File: src/rtl/line_fetch_sched_pkg.sv
// line_fetch_pkg: scheduler state encoding, DRAM word width and the per-line
// derived constants (words, commands, line stride, command step).
package line_fetch_pkg;

    localparam int WORD_W = 128;

    typedef enum logic [1:0] {
        ST_IDLE  = 2'd0,
        ST_WAIT  = 2'd1,
        ST_ISSUE = 2'd2,
        ST_DRAIN = 2'd3
    } state_t;

    // A 128-bit word carries 4 pixels at 32 bpp.
    function automatic int calc_wpl(input int h_active);
        return h_active / 4;
    endfunction

    function automatic int calc_cpl(input int h_active, input int burst_len);
        return h_active / 4 / burst_len;
    endfunction

    function automatic int calc_stride(input int h_active);
        return h_active * 4;
    endfunction

    function automatic int calc_cmd_step(input int burst_len);
        return burst_len * 16;
    endfunction

endpackage

File: src/rtl/lf_addr_gen.sv
// lf_addr_gen: line start and burst command byte addresses, both wrapping
// modulo 2^ADDR_W.
module lf_addr_gen #(
    parameter int ADDR_W   = 28,
    parameter int STRIDE   = 5120,
    parameter int CMD_STEP = 128
) (
    input  logic              clk,
    input  logic              rst,
    input  logic [ADDR_W-1:0] frame_base,
    input  logic              base_load,
    input  logic              line_step,
    input  logic              cmd_load,
    input  logic              cmd_step,
    output logic [ADDR_W-1:0] cmd_addr
);

    logic [ADDR_W-1:0] line_addr;

    always_ff @(posedge clk) begin
        if (!rst) begin
            line_addr <= '0;
            cmd_addr  <= '0;
        end else begin
            line_addr <= base_load ? frame_base :
                         line_step ? line_addr + ADDR_W'(STRIDE) : line_addr;
            cmd_addr  <= cmd_load ? line_addr :
                         cmd_step ? cmd_addr + ADDR_W'(CMD_STEP) : cmd_addr;
        end
    end

endmodule

File: src/rtl/line_fetch_sched.sv
// line_fetch_sched: issues the burst reads for each active video line and
// steers returned words into one half of a ping-pong line buffer.
module line_fetch_sched
    import line_fetch_pkg::*;
#(
    parameter int H_ACTIVE  = 1280,
    parameter int V_ACTIVE  = 720,
    parameter int ADDR_W    = 28,
    parameter int BURST_LEN = 8
) (
    input  logic                        clk,
    input  logic                        rst,
    input  logic                        enable,
    input  logic [ADDR_W-1:0]           frame_base,
    input  logic                        framestart_i,
    input  logic                        prefetch_line_i,
    output logic                        rd_cmd_valid,
    input  logic                        rd_cmd_ready,
    output logic [ADDR_W-1:0]           rd_cmd_addr,
    output logic [7:0]                  rd_cmd_len,
    input  logic                        rd_data_valid,
    input  logic [WORD_W-1:0]           rd_data,
    output logic                        lb_wr_en,
    output logic [$clog2(H_ACTIVE/4):0] lb_wr_addr,
    output logic [WORD_W-1:0]           lb_wr_data,
    output logic                        line_done,
    output logic                        busy,
    output logic                        underrun
);

    localparam int WPL  = calc_wpl(H_ACTIVE);
    localparam int CPL  = calc_cpl(H_ACTIVE, BURST_LEN);
    localparam int WA_W = $clog2(WPL);
    localparam int WC_W = $clog2(WPL + 1);
    localparam int CC_W = $clog2(CPL + 1);
    localparam int LI_W = $clog2(V_ACTIVE + 1);

    state_t          state, state_n;
    logic [CC_W-1:0] cmd_cnt;
    logic [WC_W-1:0] word_cnt;
    logic [LI_W-1:0] line_idx;
    logic            bank, restart_pend;
    logic            active, fire, wr, done, restart, start, base_load, line_step;

    always_comb begin
        active    = state == ST_ISSUE || state == ST_DRAIN;
        fire      = state == ST_ISSUE && rd_cmd_valid && rd_cmd_ready;
        wr        = active && rd_data_valid;
        // Complete on the edge that writes the last word so line_done lines up with it.
        done      = state == ST_DRAIN &&
                    (word_cnt == WC_W'(WPL) || (wr && word_cnt == WC_W'(WPL - 1)));
        restart   = restart_pend || framestart_i;
        start     = state == ST_WAIT && enable && !framestart_i && prefetch_line_i &&
                    line_idx < LI_W'(V_ACTIVE);
        base_load = ((state == ST_IDLE || state == ST_WAIT) && enable && framestart_i) ||
                    (done && restart);
        line_step = done && !restart;
        state_n   = state == ST_IDLE  ? (enable && framestart_i ? ST_WAIT : ST_IDLE) :
                    state == ST_WAIT  ? (!enable ? ST_IDLE : start ? ST_ISSUE : ST_WAIT) :
                    state == ST_ISSUE ? (fire && cmd_cnt == CC_W'(CPL - 1) ? ST_DRAIN : ST_ISSUE) :
                    done ? (enable ? ST_WAIT : ST_IDLE) : ST_DRAIN;
    end

    always_ff @(posedge clk) begin
        if (!rst) begin
            state        <= ST_IDLE;
            cmd_cnt      <= '0;
            word_cnt     <= '0;
            line_idx     <= '0;
            bank         <= 1'b0;
            restart_pend <= 1'b0;
            rd_cmd_valid <= 1'b0;
            rd_cmd_len   <= '0;
            lb_wr_en     <= 1'b0;
            lb_wr_addr   <= '0;
            lb_wr_data   <= '0;
            line_done    <= 1'b0;
            busy         <= 1'b0;
            underrun     <= 1'b0;
        end else begin
            state        <= state_n;
            cmd_cnt      <= start ? '0 : fire ? cmd_cnt + 1'b1 : cmd_cnt;
            word_cnt     <= start ? '0 : wr ? word_cnt + 1'b1 : word_cnt;
            line_idx     <= base_load ? '0 : line_step ? line_idx + 1'b1 : line_idx;
            bank         <= base_load ? 1'b0 : line_step ? ~bank : bank;
            // A frame start during a line is deferred: DRAM reads cannot be cancelled.
            restart_pend <= active && !done && restart;
            rd_cmd_valid <= state_n == ST_ISSUE;
            rd_cmd_len   <= 8'(BURST_LEN - 1);
            lb_wr_en     <= wr;
            if (wr) begin
                lb_wr_addr <= {bank, word_cnt[WA_W-1:0]};
                lb_wr_data <= rd_data;
            end
            line_done    <= done;
            busy         <= state_n == ST_ISSUE || state_n == ST_DRAIN;
            underrun     <= underrun || (active && prefetch_line_i);
        end
    end

    lf_addr_gen #(
        .ADDR_W  (ADDR_W),
        .STRIDE  (calc_stride(H_ACTIVE)),
        .CMD_STEP(calc_cmd_step(BURST_LEN))
    ) u_addr_gen (
        .clk       (clk),
        .rst       (rst),
        .frame_base(frame_base),
        .base_load (base_load),
        .line_step (line_step),
        .cmd_load  (start),
        .cmd_step  (fire),
        .cmd_addr  (rd_cmd_addr)
    );

endmodule

File: config.mk
export PLATFORM = sky130hd
export DESIGN_NAME = line_fetch_sched
export DESIGN_NICKNAME = d
export VERILOG_FILES = /design/src/rtl/line_fetch_sched_pkg.sv /design/src/rtl/lf_addr_gen.sv /design/src/rtl/line_fetch_sched.sv
export SDC_FILE = /design/constraint.sdc
export NUM_CORES = 1
export LEC_CHECK = 0
export CORE_MARGIN = 2
export CORE_UTILIZATION = 24
export DETAILED_ROUTE_END_ITERATION = 16
export SYNTH_ARGS = -nofsm -noshare
export SYNTH_HDL_FRONTEND = slang
export SYNTH_SLANG_ARGS = --single-unit
File: constraint.sdc
create_clock -name clk -period 4.2 [get_ports clk]
set_input_delay 0.84 -clock clk [delete_from_list [all_inputs] [get_ports clk]]
set_output_delay 0.84 -clock clk [all_outputs]
set_load 0.02 [all_outputs]
==> impl_results.md <==
* Status: finished clean
* Seq cells post-synth at 229
* Post-CTS Resized at 0
* Fin worst setup slack at 1680 ps
* Drt pass-1 iters at 5
* Global-route wire length before repair at 45840 um
* Starting Density at 0.2426
* Hold Crit Class: reg -> reg
* Seq/Total Area, Yosys at 0.5041
* HP Start: lb_wr_data[123]
* Clock Sinks at 229
* Die area at 0.03947 mm^2
* Fmax at 396.8 MHz
* Via/cell ratio at 4.572
* Post-CTS setup buffer count at 0
* Sequential share of power at 0.427
* Die W at 198.7 um
* Gr ovfl total at 0
* Finished layout cell area at 0.01390 mm^2
* Clk network pwr share at 0.511
* Hold EP: lb_wr_data[123]
* VDD IR max at 0.0003097 V
* Distinct cells, synth at 61
* Primary FF master, synth: dfxtp_1
* Internal Power at 4.050 mW
* Post-layout min period at 2520 ps
* Port Buffers at 336
* Final wirelength at 29590 um
* Kind of critical path: reg -> out
* CP top delay family: buffers and inverters
* TNS Setup at 0 ps
* Top Ports at 342
* Reg clk slew, reported paths at 60 ps
* EDFF count, synth at 0
* Hold buffer count at cts at 0
* Worst path cell trace: clkdlybuf4s50_1
* Post-Syn Area at 0.009095 mm^2
* Area Growth Syn to Fin at 52.88%
* Iteration-0 DRC Markers at 423
* Clk_lat worst skew at 550 ps
* CTS tree: built
* Initial antenna violation count at 0
* CP Launch Type: register
* Global Route met3 Usage at 0.04290
* Reg-to-reg startpoint: word_cnt[0]
* Gr usage total at 0.1437
* Final hold vios at 0
* Slowest cell delay on critical path at 680 ps
* Layout cells sized above 1 at 0.05198
* H-Tree Depth at 1
* FFs w/ async S/R, synth at 0
* Flop2flop setup slack at 1700 ps
* Syn Area/Cell at 8.056 um^2
* Post-route ant nets at 0
* Die Ht at 198.7 um
* Met1 usage at 0.1874
* CTS Buf Count at 28
* Gate power share at 0.062
* Final Slew Violations at 0
* Drc violations at 0
* Buf+Inv Stages, Crit Path at 1
* Synth area leaders: dfxtp_1 50%, nand2_1 14%, a21oi_1 10%
* Post-synthesis cell count at 1129
* R2R depth at 8
* Dpl cell area at 0.01288 mm^2
* Synth warn at 0
* Critical Path AT at 1680 ps
* Switch share at 0.2201
* Worst EP required at 3360 ps
* CP max FO at 7
* Worst setup EP type: output pin
* Root Buffer: clkbuf_16
* P_sw at 1.143 mW
* Leading area contributor after synthesis: dfxtp_1
* Slew HR at 0.3652
* Clk_skew at 15.63 ps
* Busiest grt layer: met2
* Synth top area share at 0.5041
* Vias at 8938
* GPL Wtd Cong at 0.7981
* Max clock buf depth at 3
* Unrepaired setup endpoints after global routing: no
* Critical path's slowest cell: clkdlybuf4s50_1
* Reg-to-reg critical path endpoint: line_idx[6]
* Grt met2 use at 0.2305
* Routed WL per cell at 15.13 um
* Core Box Area at 0.03749 mm^2
* Placement Setup Slack at 1103 ps
* Leak Pwr at 4.720 nW
* Hold Crit Depth at 2
* Net count, final at 1591
* Max_cap viols at 0
* Num rows at 71
* Setup Viol. Count Final at 0
* PD cells at 373.4 mW/mm^2
* Pin count of the biggest net entering global routing at 113
* Final period util at 0.6000
* Slew at the pin closest to its max-slew limit at 952.2 ps
* Vias in the first global route at 8460
* Hpwl dp at 20370 um
cells in the mapped netlist, types with 4 or more instances:
cell type / count
inv_1: 10
nor2_1: 58
a31oi_1: 6
nand4_1: 19
and2_1: 7
a311oi_1: 4
xor2_1: 16
nand2_1: 330
buf_2: 4
nand3_1: 18
and3_1: 11
nor3_1: 5
and4_1: 7
dfxtp_1: 229
o211ai_1: 6
nor4_1: 7
clkbuf_1: 72
a211oi_1: 9
o2111ai_1: 4
or3_1: 11
a21oi_1: 184
ha_1: 6
buf_4: 8
o31ai_1: 4
xnor2_1: 9
o21ai_0: 16
a2bb2oi_1: 5
a21o_1: 4
o32ai_1: 5
mux2i_1: 12
worst max path at each step:
stage                                        from  cells past startpoint                      end
final                     u_addr_gen.cmd_addr[16]                      1          rd_cmd_addr[16]
after global routing                  word_cnt[0]                      8              line_idx[5]
after CTS                 u_addr_gen.cmd_addr[16]                      1          rd_cmd_addr[16]
after detailed placement            rd_data_valid                      8              line_idx[6]
after global placement              rd_data_valid                      8                     bank
after floorplan                      rd_cmd_ready                      5  u_addr_gen.cmd_addr[24]
power by group through the flow:
| stage | clock network, mW | registers, mW | logic (mW) |
|---|---|---|---|
| after detailed placement | 0 | 2.26 | 0.323 |
| after CTS | 2.73 | 2.21 | 0.325 |
| after global placement | 0 | 2.26 | 0.322 |
| final | 2.65 | 2.22 | 0.322 |
| after floorplan | 0 | 2.27 | 0.111 |
| after global routing | 2.82 | 2.22 | 0.349 |
kinds of logic (layout without fill, tap and decap cells):
kind of cell / count (synthesis) / in the layout / synth area share
flops: 229 / 229 / 0.5041
fa+ha+maj: 6 / 6 / 0.008254
mux: 12 / 12 / 0.01321
xor+xnor: 25 / 25 / 0.02407
simple gates: 489 / 489 / 0.2329
other cells: 1 / 6 / 0.0004123
buf+inv: 99 / 409 / 0.04554
compound gates: 268 / 268 / 0.1716
per-stage QoR:
stage	hold WS (ps)	utilization	cells	total power, mW
after floorplan	431.6	-	1133	2.378
after global placement	440.8	0.3435	1903	2.584
after detailed placement	445.7	0.3435	1903	2.586
after CTS	454.1	0.3708	1954	5.268
after global routing	469.9	0.3708	1954	5.387
final	451.5	0.3709	1955	5.192
area by class of cell:
class	instances	area [um^2]
Multi-Input combinational cell	805	4138
Fill cell	3898	23580
Inverter	11	46.29
Antenna cell	1	2.502
Sequential cell	229	4584
Tap cell	511	639.4
Clock buffer	39	823.3
Timing Repair Buffer	347	3471
Clock inverter	12	200.2
state kept, by name, indices dropped and copies added, names as in the netlist, 2 cells and up:
signal,count
lb_wr_addr,10
u_addr_gen.cmd_addr,28
word_cnt,9
lb_wr_data,128
u_addr_gen.line_addr,28
state,2
line_idx,10
cmd_cnt,6
cell usage in the layout (no fill, tap or decap), types with 6 or more instances in the layout:
| master | count |
|---|---|
| clkdlybuf4s50_1 | 336 |
| nand2_1 | 329 |
| dfxtp_1 | 229 |
| a21oi_1 | 184 |
| nor2_1 | 58 |
| clkbuf_16 | 29 |
| nand4_1 | 19 |
| nand3_1 | 18 |
| o21ai_0 | 16 |
| xor2_1 | 16 |
| mux2i_1 | 12 |
| and3_1 | 11 |
| or3_1 | 11 |
| inv_1 | 10 |
| a211oi_1 | 9 |
| xnor2_1 | 9 |
| buf_4 | 9 |
| and4_1 | 7 |
| and2_1 | 6 |
| nor4_1 | 6 |
| o211ai_1 | 6 |
| a31oi_1 | 6 |
| ha_1 | 6 |
| clkbuf_8 | 6 |
layer usage:
layer	vias to the layer above	part of all wire	wire [um]
met4	0	0.025	749
met5	-	0	0
met2	273	0.47	13810
met1	4188	0.43	12800
met3	47	0.075	2225
li1	4430	-	-
(Power assumes the default switching activity.)
